**src/rtl/cmp_pkg.sv**
```systemverilog
// Shared types and constants for the comparator stimulus driver.
// Covers both the default build and the CMP_STIM_DRIVER_TIMEOUT_EN watchdog build.
package cmp_pkg;

    localparam int unsigned CMP_W  = 4;
    localparam int unsigned LFSR_W = 8;
    localparam int unsigned CNT_W  = 16;
    localparam int unsigned WD_W   = 8;

    // x^8 + x^6 + x^5 + x^4 + 1 -> feedback from bits 7, 5, 4, 3
    localparam logic [LFSR_W-1:0] LFSR_TAPS = 8'b1011_1000;

    // Watchdog value seen on the 255th WAIT cycle without ack
    localparam logic [WD_W-1:0] WD_LAST = 8'd254;

    typedef enum logic [2:0] {
        IDLE  = 3'd0,
        DRIVE = 3'd1,
        WAIT  = 3'd2,
        CHECK = 3'd3,
        HOLD  = 3'd4
    } cmp_state_e;

    typedef struct packed {
        logic gt;
        logic eq;
        logic lt;
    } cmp_flags_t;

    function automatic cmp_flags_t cmp_expect(input logic [CMP_W-1:0] a,
                                              input logic [CMP_W-1:0] b);
        cmp_flags_t f;
        f.gt = (a > b);
        f.eq = (a == b);
        f.lt = (a < b);
        return f;
    endfunction

    function automatic logic [CNT_W-1:0] sat_inc(input logic [CNT_W-1:0] v);
        return (v == {CNT_W{1'b1}}) ? v : v + CNT_W'(1);
    endfunction

endpackage

```
**src/rtl/cmp_lfsr8.sv**
```systemverilog
// 8-bit Fibonacci LFSR, shift left with feedback into bit 0; advances on adv.
module cmp_lfsr8
    import cmp_pkg::*;
(
    input  logic              clk,
    input  logic              rst_n,
    input  logic              adv,
    input  logic [LFSR_W-1:0] seed,
    output logic [LFSR_W-1:0] q
);

    always_ff @(posedge clk or negedge rst_n) begin
        if (!rst_n) begin
            q <= seed;
        end else if (adv) begin
            q <= {q[LFSR_W-2:0], ^(q & LFSR_TAPS)};
        end
    end

endmodule

```
**src/rtl/cmp_stim_driver.sv**
```systemverilog
// Drives operand pairs to a comparator responder and checks its gt/eq/lt flags.
// Optional WAIT watchdog enabled by defining CMP_STIM_DRIVER_TIMEOUT_EN.
module cmp_stim_driver
    import cmp_pkg::*;
#(
    parameter logic [LFSR_W-1:0] SEED  = 8'hA5,
    parameter logic [CMP_W-1:0]  DIR_A = 4'b1011,
    parameter logic [CMP_W-1:0]  DIR_B = 4'b1001
) (
    input  logic             clk,
    input  logic             rst_n,
    input  logic             start,
    input  logic             stop,
    input  logic             mode_sel,
    input  logic             suspend,
    output logic [CMP_W-1:0] a,
    output logic [CMP_W-1:0] b,
    output logic             req,
    input  logic             ack,
    input  logic             gt,
    input  logic             eq,
    input  logic             lt,
    output logic             busy,
    output logic [CNT_W-1:0] txn_cnt,
    output logic [CNT_W-1:0] err_cnt,
    output logic             err_flag
);

    cmp_state_e        state_q, state_d;
    logic [CMP_W-1:0]  a_d, b_d;
    logic              req_d, busy_d, err_flag_d;
    logic [CNT_W-1:0]  txn_cnt_d, err_cnt_d;
    cmp_flags_t        cap_q, cap_d;
    logic              lfsr_adv_c;
    logic [LFSR_W-1:0] lfsr_q;
    logic              skip_cmp_c;
    logic              mismatch_c;

    cmp_lfsr8 u_lfsr (
        .clk   (clk),
        .rst_n (rst_n),
        .adv   (lfsr_adv_c),
        .seed  (SEED),
        .q     (lfsr_q)
    );

`ifdef CMP_STIM_DRIVER_TIMEOUT_EN
    logic [WD_W-1:0] wd_q, wd_d;
    logic            to_q, to_d;
    assign skip_cmp_c = to_q;
`else
    assign skip_cmp_c = 1'b0;
`endif

    // Wrong flags or a non-one-hot flag set both count as an error
    assign mismatch_c = (cap_q != cmp_expect(a, b)) || !$onehot(cap_q);

    // Next-state and next-output logic
    always_comb begin
        state_d    = state_q;
        a_d        = a;
        b_d        = b;
        req_d      = req;
        txn_cnt_d  = txn_cnt;
        err_cnt_d  = err_cnt;
        err_flag_d = err_flag;
        cap_d      = cap_q;
        lfsr_adv_c = 1'b0;
`ifdef CMP_STIM_DRIVER_TIMEOUT_EN
        wd_d       = wd_q;
        to_d       = to_q;
`endif

        case (state_q)
            IDLE: begin
                if (start) begin
                    state_d    = DRIVE;
                    err_flag_d = 1'b0;
                end
            end
            DRIVE: begin
                state_d = WAIT;
                req_d   = 1'b1;
                if (mode_sel) begin
                    a_d = DIR_A;
                    b_d = DIR_B;
                end else begin
                    a_d        = lfsr_q[LFSR_W-1:CMP_W];
                    b_d        = lfsr_q[CMP_W-1:0];
                    lfsr_adv_c = 1'b1;
                end
`ifdef CMP_STIM_DRIVER_TIMEOUT_EN
                wd_d = '0;
                to_d = 1'b0;
`endif
            end
            WAIT: begin
                if (ack) begin
                    cap_d   = cmp_flags_t'({gt, eq, lt});
                    req_d   = 1'b0;
                    state_d = CHECK;
                end
`ifdef CMP_STIM_DRIVER_TIMEOUT_EN
                else if (wd_q == WD_LAST) begin
                    req_d      = 1'b0;
                    err_cnt_d  = sat_inc(err_cnt);
                    err_flag_d = 1'b1;
                    to_d       = 1'b1;
                    state_d    = CHECK;
                end else begin
                    wd_d = wd_q + WD_W'(1);
                end
`endif
            end
            CHECK: begin
                txn_cnt_d = sat_inc(txn_cnt);
                if (!skip_cmp_c && mismatch_c) begin
                    err_cnt_d  = sat_inc(err_cnt);
                    err_flag_d = 1'b1;
                end
                if (stop) begin
                    state_d = IDLE;
                end else if (suspend) begin
                    state_d = HOLD;
                end else begin
                    state_d = DRIVE;
                end
            end
            HOLD: begin
                if (stop) begin
                    state_d = IDLE;
                end else if (!suspend) begin
                    state_d = DRIVE;
                end
            end
            default: begin
                state_d = IDLE;
                req_d   = 1'b0;
            end
        endcase

        busy_d = (state_d != IDLE);
    end

    // State and output registers
    always_ff @(posedge clk or negedge rst_n) begin
        if (!rst_n) begin
            state_q  <= IDLE;
            a        <= '0;
            b        <= '0;
            req      <= 1'b0;
            busy     <= 1'b0;
            txn_cnt  <= '0;
            err_cnt  <= '0;
            err_flag <= 1'b0;
            cap_q    <= '0;
        end else begin
            state_q  <= state_d;
            a        <= a_d;
            b        <= b_d;
            req      <= req_d;
            busy     <= busy_d;
            txn_cnt  <= txn_cnt_d;
            err_cnt  <= err_cnt_d;
            err_flag <= err_flag_d;
            cap_q    <= cap_d;
        end
    end

`ifdef CMP_STIM_DRIVER_TIMEOUT_EN
    always_ff @(posedge clk or negedge rst_n) begin
        if (!rst_n) begin
            wd_q <= '0;
            to_q <= 1'b0;
        end else begin
            wd_q <= wd_d;
            to_q <= to_d;
        end
    end
`endif

endmodule
```
**config.mk**
```make
export PLATFORM = sky130hd
export DESIGN_NAME = cmp_stim_driver
export DESIGN_NICKNAME = d
export VERILOG_FILES = /design/src/rtl/cmp_pkg.sv /design/src/rtl/cmp_lfsr8.sv /design/src/rtl/cmp_stim_driver.sv
export SDC_FILE = /design/constraint.sdc
export NUM_CORES = 1
export LEC_CHECK = 0
export BUFFER_PORTS_ARGS = -buffer_cell sky130_fd_sc_hd__buf_2
export CAP_MARGIN = 20
export CORE_MARGIN = 4
export CORE_UTILIZATION = 50
export DETAILED_ROUTE_END_ITERATION = 6
export GPL_ROUTABILITY_DRIVEN = 0
export PLACE_DENSITY = 0.79
export SLEW_MARGIN = 20
export SYNTH_ARGS = -nofsm -noshare
export SYNTH_HDL_FRONTEND = slang
export SYNTH_SLANG_ARGS = --single-unit
```
**constraint.sdc**
```tcl
create_clock -name clk -period 3.02 [get_ports clk]
set_clock_uncertainty 0.05 [all_clocks]
set_input_delay 0.604 -clock clk [delete_from_list [all_inputs] [get_ports clk]]
set_output_delay 0.604 -clock clk [all_outputs]
set_load 0.02 [all_outputs]
```
==> results_dict.tcl, run 1 <==
set metrics [dict create \
    final_cell_mix "dfrtp_1 (53), buf_2 (52), xnor2_1 (26)" \
    num_rows 26 \
    rsz0062_at_grt "no" \
    setup_viol 0 \
    postCtsHoldBufs 0 \
    synthesis.area_sq_um 2760 \
    root_buffer "clkbuf_8" \
    layout_setup_ws_ns 0.750 \
    worstHoldPathType "in2async" \
    num_vias 2099 \
    ys_seq_area_share_pct 52.0 \
    max_cap_viol_count 0 \
    final_common_cell "dfrtp_1" \
    drive_gt1_share_pct 29.2 \
    worst-setup-path-type "reg2reg" \
    clockBufferDepth 2 \
    cts.sinks 57 \
    via_per_inst 5.35 \
    vdd_drop_max_mv 0.570 \
    cts_buffers 9 \
    die-area_sq_um 6760 \
    ctsResizeCount 0 \
    dominantRegCellSynth "dfrtp_1" \
    final.period_utilization_pct 75.2 \
    clock.fmax_mhz 440 \
    r2r_cells 7 \
    p_int_mw 1.94 \
    grt_pass1_vias 1989 \
    post_cts_buffers 0 \
    grt_pass1_wl_mm 9.16 \
    crit_arrival_ns 2.44 \
    instances_no_fill 392 \
    cts.htree.levels 3 \
    async_flop_share_pct 100 \
    clkLatencyLatePin_ns 0.33 \
    antenna_found_initial 0 \
    routedWlPerCell_um 14.3 \
    layout_min_cycle_time_ns 2.27 \
    wirelength_mm 5.60 \
    die_w_um 82.2 \
    yosys_register_bits 57 \
    switching_share_pct 38.3 \
    synth_edf_count 0 \
    cp_max_fo 10 \
    r2r-start "a[3]" \
    syn2layout_area_growth_pct 20.6 \
    synth_cells 258 \
    ys_warn_count 0 \
    p_clk_share_pct 24.6 \
    cp.required_ns 3.19 \
    overflow 0 \
    worst_pin_slew_ns 0.769 \
    die_h_um 82.2 \
    place_area_sq_um 3100 \
    initial_core_util_pct 52.6 \
    synth_nets 275 \
    diodes 0 \
    r2r_slack_ns 0.75 \
    ioPinCount 53 \
    power.leakage_nw 1.61 \
    dpl.cell_count 376 \
    firstDrtPassIters 4 \
    path_clk_slew_ns 0.07 \
    syn_avg_cell_area_sq_um 10.7 \
    dp_hpwl_mm 4.06 \
    antenna_left 0 \
    worst_setup_path_start_kind "flop" \
    seq_power_share_pct 38.5 \
    r2r_end "err_cnt[1]" \
    drcViolationCount 0 \
    fin_nets 334 \
    dr.first_iter.drc_count 75 \
    grtUsageTotal_pct 18.2 \
    critPathCaptureType "flop" \
    grt_max_degree 31 \
    ys_types 45 \
    cellPowerDensity_nw_per_um2 948 \
    final_area_sq_um 3320 \
    place_ws_ns 0.789 \
    slew_violations 0 \
    portBuffers 52 \
    pwr-share-comb_pct 36.9 \
    hold_viol 0 \
    relSlewSlack_pct 48.0 \
    fin_tns_setup_ns 0 \
    power.total_mw 3.15 \
    tritoncts "built" \
    coreArea_sq_um 5240 \
    power.switching_mw 1.21 \
    outcome "complete, no violations" \
]
flip-flops by register name, summed over array words and instances, names as in the netlist:
name      cells
u_lfsr.q      8
state_q       3
b             4
req           1
cap_q         3
busy          1
txn_cnt      16
err_flag      1
a             4
err_cnt      16
worst max-delay path: stages (launching register included):
cell and delay [ns]:
dfrtp_1 0.40, ha_1 0.33, nand4_1 0.16, xnor2_1 0.17, nor3b_1 0.24, o211ai_2 0.26, nand3_1 0.21, mux2_2 0.34
through the flow:
| stage | utilization (%) | hold slack (ns) |
|---|---|---|
| floorplan | - | 0.258 |
| global placement | 59.2 | 0.428 |
| detailed placement | 59.2 | 0.427 |
| CTS | 63.4 | 0.252 |
| global route | 63.4 | 0.273 |
| finish | 63.4 | 0.247 |
cells by family (layout without fill, tap and decap cells):
logic type	Yosys count	in the layout	synth area share (%)
flip-flops	57	57	52.0
AO/OA/AOI/OAI	34	34	7.77
AND/OR/NAND/NOR	95	95	18.8
multiplexers	11	11	4.54
XOR/XNOR	32	32	10.2
buffers and inverters	22	86	3.32
adder cells (fa/ha/maj)	7	7	3.45
metal layers:
layer | vias to the layer above | track usage, % | routed length, um
met4 | 0 | 7.48 | 81
met1 | 1017 | 22.7 | 2520
met5 | - | 0 | 0
met2 | 45 | 28.7 | 2690
met3 | 8 | 6.62 | 307
li1 | 1029 | - | -
how the worst max path moves through the flow:
stage	startpoint	end
floorplan	b[3]	err_cnt[1]
global placement	a[1]	err_cnt[1]
detailed placement	a[1]	err_cnt[1]
CTS	a[3]	err_cnt[1]
global route	b[3]	err_cnt[13]
finish	a[3]	err_cnt[1]
cells in the mapped netlist (all sizes together) (3+ instances only):
master  number  area, sq um
nor3         6         41.3
xnor2       26          228
nor3b        3         32.5
inv         15         56.3
nand4       12         75.1
ha           6         75.1
dfrtp       53         1330
o21ai       17         88.8
nand2       24         90.1
and3        12         75.1
nand3       16         85.1
buf          5         27.5
mux2         9          105
a21oi        6         30.0
nor2        14         55.1
xor2         6         52.6
dfstp        4          105
layout make-up:
type                            instances  area [sq um]
Clock buffer                            9           124
Clock inverter                          7          95.1
Fill cell                             429          1920
Inverter                               15          56.3
Multi-Input combinational cell        179          1230
Sequential cell                        57          1430
Tap cell                               70          87.6
Timing Repair Buffer                   55           295
power by group through the flow:
stage	combinational (mW)	sequential [mW]	clock, mW
after floorplan	0.718	1.32	0
after global placement	1.12	1.21	0
after detailed placement	1.17	1.23	0
after CTS	1.17	1.21	0.794
after global routing	1.29	1.25	0.830
final	1.16	1.21	0.774
(Power assumes the default switching activity.)
==> inputs of run 2 (changes only) <==
CORE_UTILIZATION = 49   (was 50)
PLACE_DENSITY = 0.81   (was 0.79)
clock period = 1.9 ns   (was 3.02 ns; I/O delays follow)
==> results_dict.tcl, run 2 (same netlist as run 1, synthesis figures left out) <==
set metrics [dict create \
    final.period_utilization_pct 104 \
    syn2layout_area_growth_pct 30.4 \
    r2r_cells 7 \
    clkLatencyLatePin_ns 0.34 \
    cp.required_ns 2.07 \
    wirelength_mm 6.17 \
    cellPowerDensity_nw_per_um2 1530 \
    setup_viol 9 \
    worst_setup_path_start_kind "flop" \
    coreArea_sq_um 5470 \
    place_ws_ns -0.104 \
    die_w_um 83.0 \
    cp_max_fo 3 \
    die_h_um 83.0 \
    outcome "finished, violations left" \
    antenna_found_initial 0 \
    final_cell_mix "buf_2 (52), dfrtp_1 (45), xnor2_1 (25)" \
    critPathCaptureType "flop" \
    r2r-start "a[1]" \
    grt_pass1_wl_mm 10.4 \
    grt_pass1_vias 2192 \
    worst-setup-path-type "reg2reg" \
    tritoncts "built" \
    worstHoldPathType "in2reg" \
    grtUsageTotal_pct 18.8 \
    clockBufferDepth 2 \
    drive_gt1_share_pct 40.5 \
    ioPinCount 53 \
    reg_top3 "err_cnt x16, txn_cnt x16, u_lfsr.q x8" \
    critical_path_buf_inv_count 0 \
    min_from "start" \
    worst_pin_slew_ns 0.437 \
    rsz0062_at_grt "yes" \
    cts_buffers 9 \
    vdd_drop_max_mv 1.09 \
    whs_path_depth 2 \
    die-area_sq_um 6890 \
    routedWlPerCell_um 14.9 \
    final_area_sq_um 3590 \
    dr.first_iter.drc_count 99 \
    portBuffers 52 \
    layout_setup_ws_ns -0.0821 \
    antenna_left 0 \
    crit_path_top_delay_cell "dfrtp_2" \
    diodes 0 \
    layout_min_cycle_time_ns 1.98 \
    grt_max_degree 24 \
    num_rows 27 \
    drcViolationCount 0 \
    path_delay_family "simple AND/OR/NAND/NOR gates" \
    overflow 0 \
    r2r_slack_ns -0.08 \
    dp_hpwl_mm 4.34 \
    num_vias 2230 \
    max_cap_viol_count 0 \
    whs_endpoint "err_flag" \
    power.total_mw 5.51 \
    cts.sinks 57 \
    place_area_sq_um 3310 \
    hold_viol 0 \
    slew_violations 0 \
    initial_core_util_pct 50.3 \
    power.leakage_nw 1.73 \
    cts.htree.levels 3 \
    crit_chain "ha_4, nand4_1, xnor2_1, nor3b_2, o211ai_4, nand3_2, mux2_4" \
    crit_arrival_ns 2.15 \
    path_clk_slew_ns 0.06 \
    final_common_cell "buf_2" \
    clock.fmax_mhz 505 \
    firstDrtPassIters 4 \
    via_per_inst 5.37 \
    root_buffer "clkbuf_8" \
    violations "negative setup slack" \
    critPathMaxStageDelay_ns 0.42 \
    relSlewSlack_pct 70.8 \
    r2r_end "err_cnt[1]" \
    fin_nets 355 \
]
run 2: power breakdown:
| group | internal (mW) | total [mW] | switching [mW] |
|---|---|---|---|
| sequential | 1.60 | 1.94 | 0.331 |
| clock | 0.673 | 1.13 | 0.458 |
| combinational | 1.12 | 2.45 | 1.32 |
run 2: what timing repair did:
item                       CTS  global route
pin swaps                    6             6
setup endpoints to repair   16            20
hold endpoints to repair    15             0
hold buffers                 1             0
buffers inserted             2             1
resized for setup            3            10
run 2: how the worst max path moves through the flow:
stage | start | endpoint | slack [ns] | cells after the start
finish | a[1] | err_cnt[1] | -0.08 | 7
global route | a[3] | err_cnt[12] | -0.23 | 8
CTS | a[3] | err_cnt[1] | -0.06 | 7
detailed placement | b[1] | err_cnt[3] | -0.10 | 9
global placement | a[1] | err_cnt[12] | -0.02 | 8
floorplan | a[2] | err_cnt[1] | -0.08 | 7
run 2: through the flow:
| stage | cells | hold slack, ns | setup TNS (ns) | util [%] |
|---|---|---|---|---|
| final | 415 | 0.207 | -0.300 | 65.6 |
| after global routing | 415 | 0.207 | -2.13 | 65.6 |
| after CTS | 414 | 0.195 | -0.501 | 64.7 |
| after detailed placement | 395 | 0.288 | -1.14 | 60.4 |
| after global placement | 395 | 0.282 | -0.0750 | 60.4 |
| after floorplan | 258 | 0.0344 | -0.327 | - |
run 2: final cells by class:
class / count / area [sq um]
clock inverters: 3 / 40.0
flip-flops and latches: 57 / 1440
inverters: 15 / 56.3
repair buffers: 76 / 463
clock buffers: 13 / 159
multi-input cells: 179 / 1340
fillers: 441 / 1880
well taps: 72 / 90.1
run 2: layer usage:
| layer | vias to the layer above | global-route usage [%] | wire, um |
|---|---|---|---|
| li1 | 1071 | - | - |
| met1 | 1083 | 23.3 | 2690 |
| met2 | 67 | 30.4 | 3030 |
| met3 | 9 | 5.95 | 349 |
| met4 | 0 | 7.58 | 100 |
| met5 | - | 0 | 0 |
